### config.mk
export PLATFORM = sky130hd
export DESIGN_NAME = chip8_mem_arbiter_flat
export DESIGN_NICKNAME = d
export VERILOG_FILES = /design/src/rtl/chip8_mem_arbiter_if.sv /design/src/rtl/chip8_mem_arbiter.sv /design/src/flat_wrapper.sv
export SDC_FILE = /design/constraint.sdc
export NUM_CORES = 1
export LEC_CHECK = 0
export ABC_AREA = 1
export BUFFER_PORTS_ARGS = -buffer_cell sky130_fd_sc_hd__buf_4
export CORE_AREA = 2 2 68 70
export CTS_BUF_LIST = sky130_fd_sc_hd__clkbuf_8
export DETAILED_ROUTE_END_ITERATION = 10
export DIE_AREA = 0 0 70 72
export PLACE_DENSITY_LB_ADDON = 0.05
export SLEW_MARGIN = 20
export SYNTH_ARGS = -nofsm -noshare
export SYNTH_HDL_FRONTEND = slang
export SYNTH_SLANG_ARGS = --single-unit
### constraint.sdc
create_clock -name clk_in -period 2.25 [get_ports clk_in]
set_input_delay 0.45 -clock clk_in [delete_from_list [all_inputs] [get_ports clk_in]]
set_output_delay 0.45 -clock clk_in [all_outputs]
set_load 0.1 [all_outputs]
### src/rtl/chip8_mem_arbiter_if.sv
// chip8_mem_arbiter_if
// Bundle between the CHIP-8 memory arbiter, its requesters and BRAM port A.
//   req_*_in      : per-requester request payload (valid/we/lock/addr/data)
//   req_ready_out : one-hot accept back to requesters
//   rsp_*_out     : one-hot read-data-valid pulse + broadcast read data
//   mem_*_out     : registered BRAM port A drive (addra/wea/dina)
//   mem_data_in   : BRAM douta
//   busy_out      : read in flight or lock held
// Modports: slave = arbiter side, master = requester/BRAM side.
interface chip8_mem_arbiter_if #(
  parameter int NUM_REQ    = 3,
  parameter int ADDR_WIDTH = 13,
  parameter int DATA_WIDTH = 8
);
  logic [NUM_REQ-1:0]                 req_valid_in;
  logic [NUM_REQ-1:0]                 req_we_in;
  logic [NUM_REQ-1:0]                 req_lock_in;
  logic [NUM_REQ-1:0][ADDR_WIDTH-1:0] req_addr_in;
  logic [NUM_REQ-1:0][DATA_WIDTH-1:0] req_data_in;
  logic [NUM_REQ-1:0]                 req_ready_out;
  logic [NUM_REQ-1:0]                 rsp_valid_out;
  logic [DATA_WIDTH-1:0]              rsp_data_out;
  logic [ADDR_WIDTH-1:0]              mem_addr_out;
  logic                               mem_we_out;
  logic [DATA_WIDTH-1:0]              mem_data_out;
  logic [DATA_WIDTH-1:0]              mem_data_in;
  logic                               busy_out;

  modport slave (
    input  req_valid_in, req_we_in, req_lock_in, req_addr_in, req_data_in, mem_data_in,
    output req_ready_out, rsp_valid_out, rsp_data_out,
           mem_addr_out, mem_we_out, mem_data_out, busy_out
  );

  modport master (
    output req_valid_in, req_we_in, req_lock_in, req_addr_in, req_data_in, mem_data_in,
    input  req_ready_out, rsp_valid_out, rsp_data_out,
           mem_addr_out, mem_we_out, mem_data_out, busy_out
  );
endinterface

### src/rtl/chip8_mem_arbiter.sv
// chip8_mem_arbiter
// Shares BRAM port A among NUM_REQ requesters (0 = proc, 1 = video, 2 = debug).
// One beat accepted per cycle; the beat is driven to the BRAM on the next
// cycle and read data is routed back to its issuer READ_LATENCY cycles later.
// A requester may hold the grant across beats with req_lock_in.
// Ports:
//   clk_in   : system clock
//   rst_n_in : asynchronous reset, active low
//   bus      : chip8_mem_arbiter_if.slave (request, response, BRAM, busy)
// Build option: define CHIP8_MEM_ARB_RR_EN for round-robin arbitration;
// otherwise fixed priority, lowest index wins.
module chip8_mem_arbiter #(
  parameter int NUM_REQ      = 3,
  parameter int ADDR_WIDTH   = 13,
  parameter int DATA_WIDTH   = 8,
  parameter int READ_LATENCY = 2
) (
  input  logic               clk_in,
  input  logic               rst_n_in,
  chip8_mem_arbiter_if.slave bus
);
  localparam int IDW = (NUM_REQ > 1) ? $clog2(NUM_REQ) : 1;

  typedef enum logic {IDLE, LOCKED} lock_state_e;

  lock_state_e                    state;
  logic [IDW-1:0]                 lock_id;
  logic [NUM_REQ-1:0]             elig;
  logic                           gnt_vld;
  logic [IDW-1:0]                 gnt_id;
  logic                           accept;
  logic [READ_LATENCY:0]          vld_pipe;
  logic [READ_LATENCY:0][IDW-1:0] id_pipe;

  // While locked only the lock owner is eligible, even if it is not requesting.
  for (genvar i = 0; i < NUM_REQ; i++) begin : g_lane
    assign elig[i] = bus.req_valid_in[i] & ((state == IDLE) | (lock_id == IDW'(i)));
    // Ready is masked by reset so every output reads 0 while held in reset.
    assign bus.req_ready_out[i] = rst_n_in & gnt_vld & (gnt_id == IDW'(i));
    assign bus.rsp_valid_out[i] = vld_pipe[READ_LATENCY] & (id_pipe[READ_LATENCY] == IDW'(i));
  end

`ifdef CHIP8_MEM_ARB_RR_EN
  logic [IDW-1:0] rr_ptr;

  // Search starts one past the last IDLE grant; scanning backwards lets the
  // first eligible index in search order overwrite the later ones.
  always_comb begin
    logic [IDW-1:0] idx;
    gnt_vld = 1'b0;
    gnt_id  = '0;
    idx     = '0;
    for (int k = NUM_REQ - 1; k >= 0; k--) begin
      idx = IDW'((int'(rr_ptr) + 1 + k) % NUM_REQ);
      if (elig[idx]) begin
        gnt_vld = 1'b1;
        gnt_id  = idx;
      end
    end
  end

  always_ff @(posedge clk_in or negedge rst_n_in) begin
    if (!rst_n_in)                       rr_ptr <= IDW'(NUM_REQ - 1);
    else if (accept && (state == IDLE))  rr_ptr <= gnt_id;
  end
`else
  // Fixed priority: backwards scan so the lowest eligible index wins.
  always_comb begin
    gnt_vld = 1'b0;
    gnt_id  = '0;
    for (int k = NUM_REQ - 1; k >= 0; k--) begin
      if (elig[k]) begin
        gnt_vld = 1'b1;
        gnt_id  = IDW'(k);
      end
    end
  end
`endif

  assign accept = rst_n_in & gnt_vld;

  // Lock FSM. In LOCKED any accept is necessarily from the owner.
  always_ff @(posedge clk_in or negedge rst_n_in) begin
    if (!rst_n_in) begin
      state   <= IDLE;
      lock_id <= '0;
    end else begin
      case (state)
        IDLE: if (accept && bus.req_lock_in[gnt_id]) begin
          state   <= LOCKED;
          lock_id <= gnt_id;
        end
        LOCKED: if (accept ? !bus.req_lock_in[lock_id]
                           : (!bus.req_valid_in[lock_id] && !bus.req_lock_in[lock_id]))
          state <= IDLE;
      endcase
    end
  end

  // BRAM drive: addr/data hold when idle, only we drops.
  always_ff @(posedge clk_in or negedge rst_n_in) begin
    if (!rst_n_in) begin
      bus.mem_addr_out <= '0;
      bus.mem_we_out   <= 1'b0;
      bus.mem_data_out <= '0;
    end else begin
      bus.mem_we_out <= accept & bus.req_we_in[gnt_id];
      if (accept) begin
        bus.mem_addr_out <= bus.req_addr_in[gnt_id];
        bus.mem_data_out <= bus.req_data_in[gnt_id];
      end
    end
  end

  // Read tracker: stage 0 lines up with the beat on mem_*_out, the last stage
  // with the BRAM data returning.
  always_ff @(posedge clk_in or negedge rst_n_in) begin
    if (!rst_n_in) begin
      vld_pipe <= '0;
      id_pipe  <= '0;
    end else begin
      vld_pipe[0] <= accept & ~bus.req_we_in[gnt_id];
      id_pipe[0]  <= gnt_id;
      for (int s = 1; s <= READ_LATENCY; s++) begin
        vld_pipe[s] <= vld_pipe[s-1];
        id_pipe[s]  <= id_pipe[s-1];
      end
    end
  end

  assign bus.rsp_data_out = vld_pipe[READ_LATENCY] ? bus.mem_data_in : '0;
  assign bus.busy_out     = (|vld_pipe) | (state == LOCKED);

endmodule
### src/flat_wrapper.sv
// flat-port wrapper written by rule: the top's interface ports become plain ports
module chip8_mem_arbiter_flat 
#(
  parameter int NUM_REQ      = 3,
  parameter int ADDR_WIDTH   = 13,
  parameter int DATA_WIDTH   = 8,
  parameter int READ_LATENCY = 2
)
  (clk_in, rst_n_in, bus_req_valid_in, bus_req_we_in, bus_req_lock_in, bus_req_addr_in, bus_req_data_in, bus_mem_data_in, bus_req_ready_out, bus_rsp_valid_out, bus_rsp_data_out, bus_mem_addr_out, bus_mem_we_out, bus_mem_data_out, bus_busy_out);
  chip8_mem_arbiter_if #(.NUM_REQ(NUM_REQ), .ADDR_WIDTH(ADDR_WIDTH), .DATA_WIDTH(DATA_WIDTH)) bus_i ();
  input  logic clk_in;
  input  logic rst_n_in;
  input wire logic [$bits(bus_i.req_valid_in)-1:0] bus_req_valid_in;
  input wire logic [$bits(bus_i.req_we_in)-1:0] bus_req_we_in;
  input wire logic [$bits(bus_i.req_lock_in)-1:0] bus_req_lock_in;
  input wire logic [$bits(bus_i.req_addr_in)-1:0] bus_req_addr_in;
  input wire logic [$bits(bus_i.req_data_in)-1:0] bus_req_data_in;
  input wire logic [$bits(bus_i.mem_data_in)-1:0] bus_mem_data_in;
  output wire logic [$bits(bus_i.req_ready_out)-1:0] bus_req_ready_out;
  output wire logic [$bits(bus_i.rsp_valid_out)-1:0] bus_rsp_valid_out;
  output wire logic [$bits(bus_i.rsp_data_out)-1:0] bus_rsp_data_out;
  output wire logic [$bits(bus_i.mem_addr_out)-1:0] bus_mem_addr_out;
  output wire logic [$bits(bus_i.mem_we_out)-1:0] bus_mem_we_out;
  output wire logic [$bits(bus_i.mem_data_out)-1:0] bus_mem_data_out;
  output wire logic [$bits(bus_i.busy_out)-1:0] bus_busy_out;
  assign bus_i.req_valid_in = bus_req_valid_in;
  assign bus_i.req_we_in = bus_req_we_in;
  assign bus_i.req_lock_in = bus_req_lock_in;
  assign bus_i.req_addr_in = bus_req_addr_in;
  assign bus_i.req_data_in = bus_req_data_in;
  assign bus_i.mem_data_in = bus_mem_data_in;
  assign bus_req_ready_out = bus_i.req_ready_out;
  assign bus_rsp_valid_out = bus_i.rsp_valid_out;
  assign bus_rsp_data_out = bus_i.rsp_data_out;
  assign bus_mem_addr_out = bus_i.mem_addr_out;
  assign bus_mem_we_out = bus_i.mem_we_out;
  assign bus_mem_data_out = bus_i.mem_data_out;
  assign bus_busy_out = bus_i.busy_out;
  chip8_mem_arbiter #(.NUM_REQ(NUM_REQ), .ADDR_WIDTH(ADDR_WIDTH), .DATA_WIDTH(DATA_WIDTH), .READ_LATENCY(READ_LATENCY)) u_core (.clk_in(clk_in), .rst_n_in(rst_n_in), .bus(bus_i));
endmodule
==> results.toml <==
[outcome]
status = "complete, no violations"

[hold_path]
whs_endpoint = "u_core.id_pipe[5]"
whs_path_depth = 0
min_path_type = "flop to flop"
worstHoldStart = "u_core.id_pipe[3]"

[clocking]
cts_buffer_depth = 2
post_cts_buffers = 0
cts.sinks = 34
cts_tree = "yes"
clock_latency_ns = 0.28
cts_root_buf = "clkbuf_8"
path_clk_slew_ns = 0.06
cts_buffers = 5
h-tree-depth = 2

[sta]
skew_ns = 0.00355
drv_slew = 0
tightest_slew_ns = 0.577
finalSetupTns_ns = 0
max-slew-margin-rel_pct = 61.5
setup_viol = 0
rsz0062_at_grt = "no"
finalCritPeriodShare_pct = 96.2
fmax_mhz = 462
min_period_ns = 2.16
hold_viol = 0

[drt]
drt-initial-drc-count = 122
viasPerCell = 4.98
vias = 2098
wl_per_cell_um = 13.3
antenna_left = 0
route.detailed.drc = 0
routed_wl_um = 5610
first_pass_iters = 4

[pwr]
power.leakage_nw = 1.75
max-vdd-ir-drop_uv = 801
internal_power_mw = 1.77
share_comb_of_total_power_pct = 67.7
power.switching_mw = 2.70
seqPwrFrac_pct = 22.6
power.share.clock_pct = 9.7
powerDensity_nw_per_um2 = 1470
switching_share_pct = 60.4

[synthesis]
synth-seq-cells = 34
synth.avg_cell_area_um2 = 7.98
synth.distinct_cells = 21
netlist_instances = 255
synth_fp_nets = 337
netlist_area_um2 = 2040
yosys_warnings = 0
ys_seq_area_share_pct = 41.8

[die]
start_util_pct = 47.7
chipWidth_um = 70
die_y_um = 72
top_level_ports = 119
dieArea_um2 = 5040
placementRows = 24
core_um2 = 4260

[critical_path]
endpoint_kind = "output port"
required_ns = 1.80
cp_cell_sequence = "dlygate4sd3_1, buf_4, inv_1, nor2_4, buf_4"
cp_data_arrival_time_ns = 1.71
critPathMostFrequentCell = "buf_4"
path_max_fanout = 8
start_kind = "input port"
rr_startpoint = "u_core.lock_id[0]"
cp_slowest_cell = "dlygate4sd3_1"
cp_num_buf_inv = 4
cpLargestDelayFamily = "buffers and inverters"
worstSetupPathDepth = 5
rr_worst_depth = 11
reg2reg_slack_ns = 0.47
max_stage_delay_ns = 0.56
worstReg2RegEnd = "u_core.lock_id[1]"
critPathKind = "input port to output port"

[placed_design]
dpl_cell_area_um2 = 2940
dp_hpwl_um = 4100
gp_congestion = 0.777
port_buffers = 118

[global_route]
grtUsageTotal_pct = 22.7
antenna_found_initial = 0
grt-ovfl-total = 0
grt_first_pass_wirelength_um = 9140
grt_max_degree = 48
grt_pass1_vias = 2019

[final_layout]
drive_above_1_share_pct = 46.6
fillers = 365
nNetsFinal = 452
n_antenna_cell = 0
stdcell_area_um2 = 3040
syn_to_final_growth_pct = 49.5

[run]
drv_cap = 0
==> metal layers <==
| metal | global-route usage [%] | wire length [um] |
|---|---|---|
| met3 | 5.69 | 505 |
| met5 | 0 | 0 |
| met2 | 38.4 | 2690 |
| met1 | 28.3 | 2330 |
| met4 | 8.55 | 73 |
==> worst reg2reg max path: cells and delay by family (launching register included) <==
kind	cells	cell delay, ns
AND/OR/NAND/NOR	9	0.87
flip-flops	1	0.42
buffers and inverters	2	0.37
==> power groups by stage <==
stage / Combinational, mW / Sequential, mW / Clock [mW]
final: 3.03 / 1.01 / 0.434
after global routing: 3.19 / 1.04 / 0.481
after detailed placement: 3.04 / 1.02 / 0
after floorplan: 1.14 / 2.28 / 0
after CTS: 3.04 / 1.01 / 0.448
after global placement: 3.01 / 1.01 / 0
==> stage by stage <==
step	utilization (%)	hold WS, ns	power, mW	cells	setup WS [ns]
after floorplan	-	0.154	3.41	255	-0.0964
after global placement	69.0	0.270	4.02	414	0.429
after detailed placement	69.0	0.271	4.06	414	0.400
after CTS	71.2	0.349	4.50	421	0.0468
after global routing	71.4	0.353	4.71	421	0.0138
final	71.4	0.348	4.47	421	0.0859
==> layout by cell type, fill, tap and decap left out, drive strengths merged <==
cell,instances
a21oi,2
a31oi,1
and2,1
buf,121
clkbuf,6
dfrtp,34
dlygate4sd3,1
inv,18
nand2,121
nand3,31
nor2,8
nor3,2
o211ai,22
o21ai,1
==> cell usage after synthesis (all sizes together) <==
cell type,count,area share (%)
o21ai,1,0.25
nor3,2,0.49
dfrtp,34,42
inv,18,3.4
nand3,31,9.8
buf,12,4.7
nor2,8,1.5
o211ai,22,13
and2,1,0.31
a21oi,2,0.49
a31oi,1,0.31
nand2,121,23
clkbuf,2,0.37
==> cell families (layout without fill, tap and decap cells) <==
group / after synthesis / count (layout) / share of synthesized area [%]
compound gates: 26 / 26 / 14.3
flops: 34 / 34 / 41.8
buf+inv: 32 / 146 / 8.48
simple gates: 163 / 163 / 35.4
==> sequential cells by signal, summed over array words and instances (netlist names) <==
| name | flops |
|---|---|
| u_core.id_pipe | 6 |
| u_core.state | 1 |
| u_core.lock_id | 2 |
| u_core.vld_pipe | 3 |
| u_core.bus.mem_data_out | 8 |
| u_core.bus.mem_we_out | 1 |
| u_core.bus.mem_addr_out | 13 |
==> cell type report <==
cell class,count,area [um^2],area share [%]
multi-input cells,189,1040,34.1
repair buffers,122,938,30.8
flip-flops and latches,34,851,27.9
clock buffers,6,82.6,2.71
inverters,18,70.1,2.30
well taps,52,65.1,2.14
==> how the worst max path moves through the flow <==
| stage | startpoint | to | slack, ns |
|---|---|---|---|
| global route | rst_n_in | bus_req_ready_out[2] | 0.01 |
| floorplan | u_core.vld_pipe[2] | bus_rsp_valid_out[2] | -0.1 |
| CTS | rst_n_in | bus_req_ready_out[0] | 0.05 |
| detailed placement | bus_req_valid_in[1] | bus_req_ready_out[1] | 0.40 |
| finish | rst_n_in | bus_req_ready_out[2] | 0.09 |
| global placement | bus_req_valid_in[1] | bus_req_ready_out[1] | 0.43 |
==> repair_timing <==
action,CTS,global route
endpoints found under the setup margin,0,2
hold buffers,1,0
endpoints found under the hold margin,4,0
gates resized for setup,0,2
No activity file was read; power rests on OpenSTA's default activity.
